`src/rtl/div_seq_if.sv`:
```
// Request/response bundle for the sequential divider: operation request in,
// status and result out.
interface div_seq_if #(
  parameter int XLEN = 32
);
  logic            start_i;
  logic [1:0]      op_i;
  logic [XLEN-1:0] op_a_i;
  logic [XLEN-1:0] op_b_i;
  logic            flush_i;
  logic            busy_o;
  logic            stall_o;
  logic            done_o;
  logic [XLEN-1:0] res_o;

  modport master (
    output start_i, op_i, op_a_i, op_b_i, flush_i,
    input  busy_o, stall_o, done_o, res_o
  );

  modport slave (
    input  start_i, op_i, op_a_i, op_b_i, flush_i,
    output busy_o, stall_o, done_o, res_o
  );
endinterface

```
`src/rtl/div_seq.sv`:
```
// Sequential restoring divider for DIV/DIVU/REM/REMU: one quotient bit per
// cycle on operand magnitudes, with divide-by-zero and signed overflow resolved at acceptance.
module div_seq #(
  parameter int XLEN = 32
) (
  input  logic      clk,
  input  logic      rst,
  div_seq_if.slave  bus
);
  localparam int              CNT_W    = $clog2(XLEN);
  localparam logic [CNT_W-1:0] LAST_IT = CNT_W'(XLEN - 1);
  localparam logic [XLEN-1:0] MIN_NEG  = {1'b1, {(XLEN-1){1'b0}}};

  typedef enum logic [1:0] {
    ST_IDLE,
    ST_CALC,
    ST_DONE
  } state_t;

  state_t           r_state;
  state_t           w_state_next;
  logic [CNT_W-1:0] r_cnt;
  logic [XLEN-1:0]  r_quot;
  logic [XLEN-1:0]  r_rem;
  logic [XLEN-1:0]  r_div;
  logic             r_neg_q;
  logic             r_neg_r;
  logic             r_is_rem;
  logic [XLEN-1:0]  r_res;

  logic             w_accept;
  logic             w_stall;
  logic             w_done;
  logic             w_signed;
  logic             w_div_zero;
  logic             w_overflow;
  logic [XLEN-1:0]  w_abs_a;
  logic [XLEN-1:0]  w_abs_b;
  logic [XLEN:0]    w_shift;
  logic [XLEN:0]    w_diff;
  logic [XLEN-1:0]  w_q_fix;
  logic [XLEN-1:0]  w_r_fix;
  logic [XLEN-1:0]  w_result;

  // op_i[0] selects unsigned, op_i[1] selects remainder
  assign w_signed   = ~bus.op_i[0];
  assign w_div_zero = (bus.op_b_i == '0);
  assign w_overflow = w_signed && (bus.op_a_i == MIN_NEG) && (bus.op_b_i == '1);
  assign w_abs_a    = (w_signed && bus.op_a_i[XLEN-1]) ? -bus.op_a_i : bus.op_a_i;
  assign w_abs_b    = (w_signed && bus.op_b_i[XLEN-1]) ? -bus.op_b_i : bus.op_b_i;

  // Shift the next dividend bit into the partial remainder and trial-subtract
  assign w_shift = {r_rem, r_quot[XLEN-1]};
  assign w_diff  = w_shift - {1'b0, r_div};

  assign w_q_fix  = r_neg_q ? -r_quot : r_quot;
  assign w_r_fix  = r_neg_r ? -r_rem  : r_rem;
  assign w_result = r_is_rem ? w_r_fix : w_q_fix;

  always_ff @(posedge clk or negedge rst) begin
    if (!rst) begin
      r_state <= ST_IDLE;
    end else begin
      r_state <= w_state_next;
    end
  end

  always_comb begin
    w_state_next = r_state;
    w_accept     = 1'b0;
    w_stall      = 1'b0;
    w_done       = 1'b0;
    case (r_state)
      ST_IDLE: begin
        if (bus.start_i && !bus.flush_i) begin
          w_accept     = 1'b1;
          w_stall      = 1'b1;
          w_state_next = (w_div_zero || w_overflow) ? ST_DONE : ST_CALC;
        end
      end
      ST_CALC: begin
        w_stall = 1'b1;
        if (bus.flush_i) begin
          w_state_next = ST_IDLE;
        end else if (r_cnt == LAST_IT) begin
          w_state_next = ST_DONE;
        end
      end
      ST_DONE: begin
        w_done       = ~bus.flush_i;
        w_state_next = ST_IDLE;
      end
      default: begin
        w_state_next = ST_IDLE;
      end
    endcase
  end

  always_ff @(posedge clk or negedge rst) begin
    if (!rst) begin
      r_cnt    <= '0;
      r_quot   <= '0;
      r_rem    <= '0;
      r_div    <= '0;
      r_neg_q  <= 1'b0;
      r_neg_r  <= 1'b0;
      r_is_rem <= 1'b0;
      r_res    <= '0;
    end else begin
      if (w_accept) begin
        r_is_rem <= bus.op_i[1];
        r_cnt    <= '0;
        r_div    <= w_abs_b;
        // Special cases preload the final answer so DONE needs no fixup
        if (w_div_zero) begin
          r_quot  <= '1;
          r_rem   <= bus.op_a_i;
          r_neg_q <= 1'b0;
          r_neg_r <= 1'b0;
        end else if (w_overflow) begin
          r_quot  <= MIN_NEG;
          r_rem   <= '0;
          r_neg_q <= 1'b0;
          r_neg_r <= 1'b0;
        end else begin
          r_quot  <= w_abs_a;
          r_rem   <= '0;
          r_neg_q <= w_signed && (bus.op_a_i[XLEN-1] ^ bus.op_b_i[XLEN-1]);
          r_neg_r <= w_signed && bus.op_a_i[XLEN-1];
        end
      end else if (r_state == ST_CALC) begin
        if (bus.flush_i) begin
          r_cnt <= '0;
        end else begin
          r_quot <= {r_quot[XLEN-2:0], ~w_diff[XLEN]};
          r_rem  <= w_diff[XLEN] ? w_shift[XLEN-1:0] : w_diff[XLEN-1:0];
          r_cnt  <= (r_cnt == LAST_IT) ? '0 : r_cnt + CNT_W'(1);
        end
      end
      if (w_done) begin
        r_res <= w_result;
      end
    end
  end

  assign bus.busy_o  = (r_state != ST_IDLE);
  assign bus.stall_o = rst & w_stall;
  assign bus.done_o  = w_done;
  assign bus.res_o   = w_done ? w_result : r_res;

endmodule

```
`src/flat_wrapper.sv`:
```
// flat-port wrapper written by rule: the top's interface ports become plain ports
module div_seq_flat 
#(
  parameter int XLEN = 32
)
  (clk, rst, bus_start_i, bus_op_i, bus_op_a_i, bus_op_b_i, bus_flush_i, bus_busy_o, bus_stall_o, bus_done_o, bus_res_o);
  div_seq_if #(.XLEN(XLEN)) bus_i ();
  input  logic clk;
  input  logic rst;
  input wire logic [$bits(bus_i.start_i)-1:0] bus_start_i;
  input wire logic [$bits(bus_i.op_i)-1:0] bus_op_i;
  input wire logic [$bits(bus_i.op_a_i)-1:0] bus_op_a_i;
  input wire logic [$bits(bus_i.op_b_i)-1:0] bus_op_b_i;
  input wire logic [$bits(bus_i.flush_i)-1:0] bus_flush_i;
  output wire logic [$bits(bus_i.busy_o)-1:0] bus_busy_o;
  output wire logic [$bits(bus_i.stall_o)-1:0] bus_stall_o;
  output wire logic [$bits(bus_i.done_o)-1:0] bus_done_o;
  output wire logic [$bits(bus_i.res_o)-1:0] bus_res_o;
  assign bus_i.start_i = bus_start_i;
  assign bus_i.op_i = bus_op_i;
  assign bus_i.op_a_i = bus_op_a_i;
  assign bus_i.op_b_i = bus_op_b_i;
  assign bus_i.flush_i = bus_flush_i;
  assign bus_busy_o = bus_i.busy_o;
  assign bus_stall_o = bus_i.stall_o;
  assign bus_done_o = bus_i.done_o;
  assign bus_res_o = bus_i.res_o;
  div_seq #(.XLEN(XLEN)) u_core (.clk(clk), .rst(rst), .bus(bus_i));
endmodule
```
`config.mk`:
```
export PLATFORM = sky130hd
export DESIGN_NAME = div_seq_flat
export DESIGN_NICKNAME = d
export VERILOG_FILES = /design/src/rtl/div_seq_if.sv /design/src/rtl/div_seq.sv /design/src/flat_wrapper.sv
export SDC_FILE = /design/constraint.sdc
export NUM_CORES = 1
export LEC_CHECK = 0
export CAP_MARGIN = 20
export CORE_MARGIN = 4
export CORE_UTILIZATION = 45
export DETAILED_ROUTE_END_ITERATION = 6
export PLACE_DENSITY_LB_ADDON = 0.2
export SLEW_MARGIN = 20
export SYNTH_ARGS = -nofsm -noshare
export SYNTH_HDL_FRONTEND = slang
export SYNTH_SLANG_ARGS = --single-unit
```
`constraint.sdc`:
```
create_clock -name clk -period 11.5 [get_ports clk]
set_input_delay 2.3 -clock clk [delete_from_list [all_inputs] [get_ports clk]]
set_output_delay 2.3 -clock clk [all_outputs]
set_load 0.02 [all_outputs]
```
==> results.txt <==
Most common cell in the netlist = nand2_1
Fmax = 143 MHz
Via-to-Cell Ratio = 5.79
Synth area leader = dfrtp_1
Final nets = 1530
Largest net degree at the start of global routing = 112
Final setup violation count = 0
CP Buf/Inv Count = 2
Synth Area per Inst = 7.85 µm²
RSZ-0062 raised after global routing = false
Routed length per instance = 18.3 µm
Fill cells = 2261
Clock Skew = 0.0115 ns
Die height = 162 µm
GR Overflow Total = 0
Top delay family on crit path = buffers and inverters
CTS buffer count = 17
Antenna violations before repair = 1
Primary FF master, synth = dfrtp_1
Detail Route met3 WL = 1.89 mm
Min Tclk post-route = 7.00 ns
CTS sink cnt = 138
Synth Instances = 1361
Vias = 10144
1st-iter DRT viols = 876
Core area = 23400 µm²
Netlist Area Pre-Place = 10700 µm²
Fin util = 0.536
Top-area cell type share of the netlist area = 0.323
Async SR Flop Fraction = 1.00
Crit path launch type = input pin
Netlist cell types = 58
Synth top area cells = dfrtp_1, nand2_1, o21ai_0, xnor2_1, xor2_1
Nets in the synthesized netlist = 1471
Die width = 162 µm
Post-CTS Setup Bufs = 0
Vias in the first global route = 9571
Outcome = finished clean
Synth-to-Final Area Change = 17.5%
Period utilization = 0.609
Hold Crit Class = reg -> reg
Met2 wire len = 14.6 mm
Post-CTS Hold Fix Bufs = 0
CTS Buffer Depth = 2
Fin Setup TNS = 0 ns
Area of the multi-input gates = 6760 µm²
CTS tree = done
Peak supply drop = 0.118 mV
Starting Density = 0.456
First-pass GRT wire length = 51.5 mm
Post-DP HPWL = 24.6 mm
Met1 WL = 14.8 mm
Die area = 26300 µm²
Worst Tran Pin Value = 1.02 ns
Fraction of layout cells with a size suffix above 1 = 0.0475
CP max-delay cell = clkdlybuf4s50_1
Worst path max stage delay = 0.64 ns
Sequential area share after synthesis = 0.323
Lkg Pwr = 5.12 nW
Top layer in use = met4
Io pins = 105
Remaining antenna violation count = 0
Max Cap Viol = 0
Commonest cells post-synth = nand2_1, o21ai_0, dfrtp_1
CP Cell Sequence = clkdlybuf4s50_1 -> nand2b_1 -> nor2_1 -> a21oi_1 -> nor3b_1 -> clkdlybuf4s50_1
Final hold violations = 0
Worst Path Required = 9.20 ns
Critical Path AT = 4.70 ns
Dpl cells = 1720
Slew Limit Fails = 0
Post-synth EDFFs = 0
H-Tree Level Count = 4
Total GRT Usage = 0.243
Routability cong. = 0.909
Critical Path Most Common Cell = clkdlybuf4s50_1
CP endpoint kind = output pin
DRT Pass-1 Iters = 7
Slew headroom = 0.303
Num rows = 56
CTS resizes = 0
Worst-Skew Late Latency = 0.43 ns
Yosys warns = 0
Pwr dens = 232 nW/µm²
DRC Markers = 0
Seq cells post-synth = 138
Storage element area = 3450 µm²
Top fanout value on the critical path = 11
Port bufs = 104
Final std cells w/o fill = 1752
Clock-pin transition on the worst setup and hold timing paths = 0.07 ns
Final WL = 32.0 mm
Antenna diodes = 0
Critical path class = in -> out
Root Buffer = clkbuf_16
[layout by cell type, fill, tap and decap left out, drive strengths merged, types with 29 or more instances in the layout]
master         instances
nand2                202
o21ai                151
dfrtp                138
a21oi                115
clkdlybuf4s50        103
nor2                  93
xnor2                 76
xor2                  71
inv                   58
ha                    39
o31ai                 33
a211oi                29
[stage by stage]
stage / hold WS (ns) / power, W / worst slack, ns / instance area, µm²
after detailed placement: 0.471 / 0.00233 / 4.51 / 12000
after global placement: 0.461 / 0.00231 / 4.60 / 12000
final: 0.479 / 0.00291 / 4.50 / 12600
after floorplan: 0.450 / 0.00189 / 5.60 / 10700
after CTS: 0.486 / 0.00290 / 4.49 / 12600
after global routing: 0.505 / 0.00315 / 4.29 / 12600
[sequential cells by signal, indices dropped and copies added (netlist names)]
register,flops
u_core.r_cnt,5
u_core.r_div,32
u_core.r_is_rem,1
u_core.r_neg_q,1
u_core.r_neg_r,1
u_core.r_quot,32
u_core.r_rem,32
u_core.r_res,32
u_core.r_state,2
[worst min-delay path, delay by kind of cell (launching register included)]
kind | cells | cell delay (ns)
flops | 1 | 0.34
simple gates | 1 | 0.05
compound gates | 1 | 0.06
[kinds of logic (layout without fill, tap and decap cells)]
kind of cell    count (synthesis)  in the layout  synth area share
buf+inv                       130            202            0.0460
compound gates                440            440             0.249
mux                            20             20            0.0189
simple gates                  446            446             0.194
fa+ha+maj                      40             40            0.0476
xor+xnor                      147            147             0.121
flops                         138            138             0.323
[metal layers]
| metal | vias to the layer above | track usage |
|---|---|---|
| met1 | 4779 | 0.341 |
| li1 | 4994 | - |
| met3 | 47 | 0.0353 |
| met2 | 324 | 0.392 |
| met5 | - | 0 |
| met4 | 0 | 0.0715 |
[worst paths after layout]
| kind | start | to | slack, ns | cells past startpoint |
|---|---|---|---|---|
| setup / recovery | bus_flush_i | bus_stall_o | 4.50 | 6 |
| hold / removal | u_core.r_div[27] | u_core.r_div[27] | 0.48 | 2 |
| setup reg to reg | u_core.r_quot[31] | u_core.r_rem[13] | 7.65 | 13 |
| hold reg to reg | u_core.r_div[27] | u_core.r_div[27] | 0.48 | 2 |
| max in group asynchronous | rst | u_core.r_quot[10] | 8.49 | 2 |
| min in group asynchronous | rst | u_core.r_quot[1] | 1.80 | 1 |
[power by group]
part / leakage [nW] / switching (W) / internal, W
Clock: 0.286 / 0.000237 / 0.000330
Sequential: 1.68 / 0.000215 / 0.000601
Combinational: 3.16 / 0.000892 / 0.000640
[area by class of cell]
| type | count | area share |
|---|---|---|
| tap | 319 | 0.0318 |
| multi-input combinational | 1093 | 0.539 |
| inverter | 53 | 0.0159 |
| clock buffer | 18 | 0.0350 |
| clock inverter | 14 | 0.0128 |
| timing repair buffer | 117 | 0.0908 |
| sequential | 138 | 0.275 |
Power figures use the tool's default switching activity.
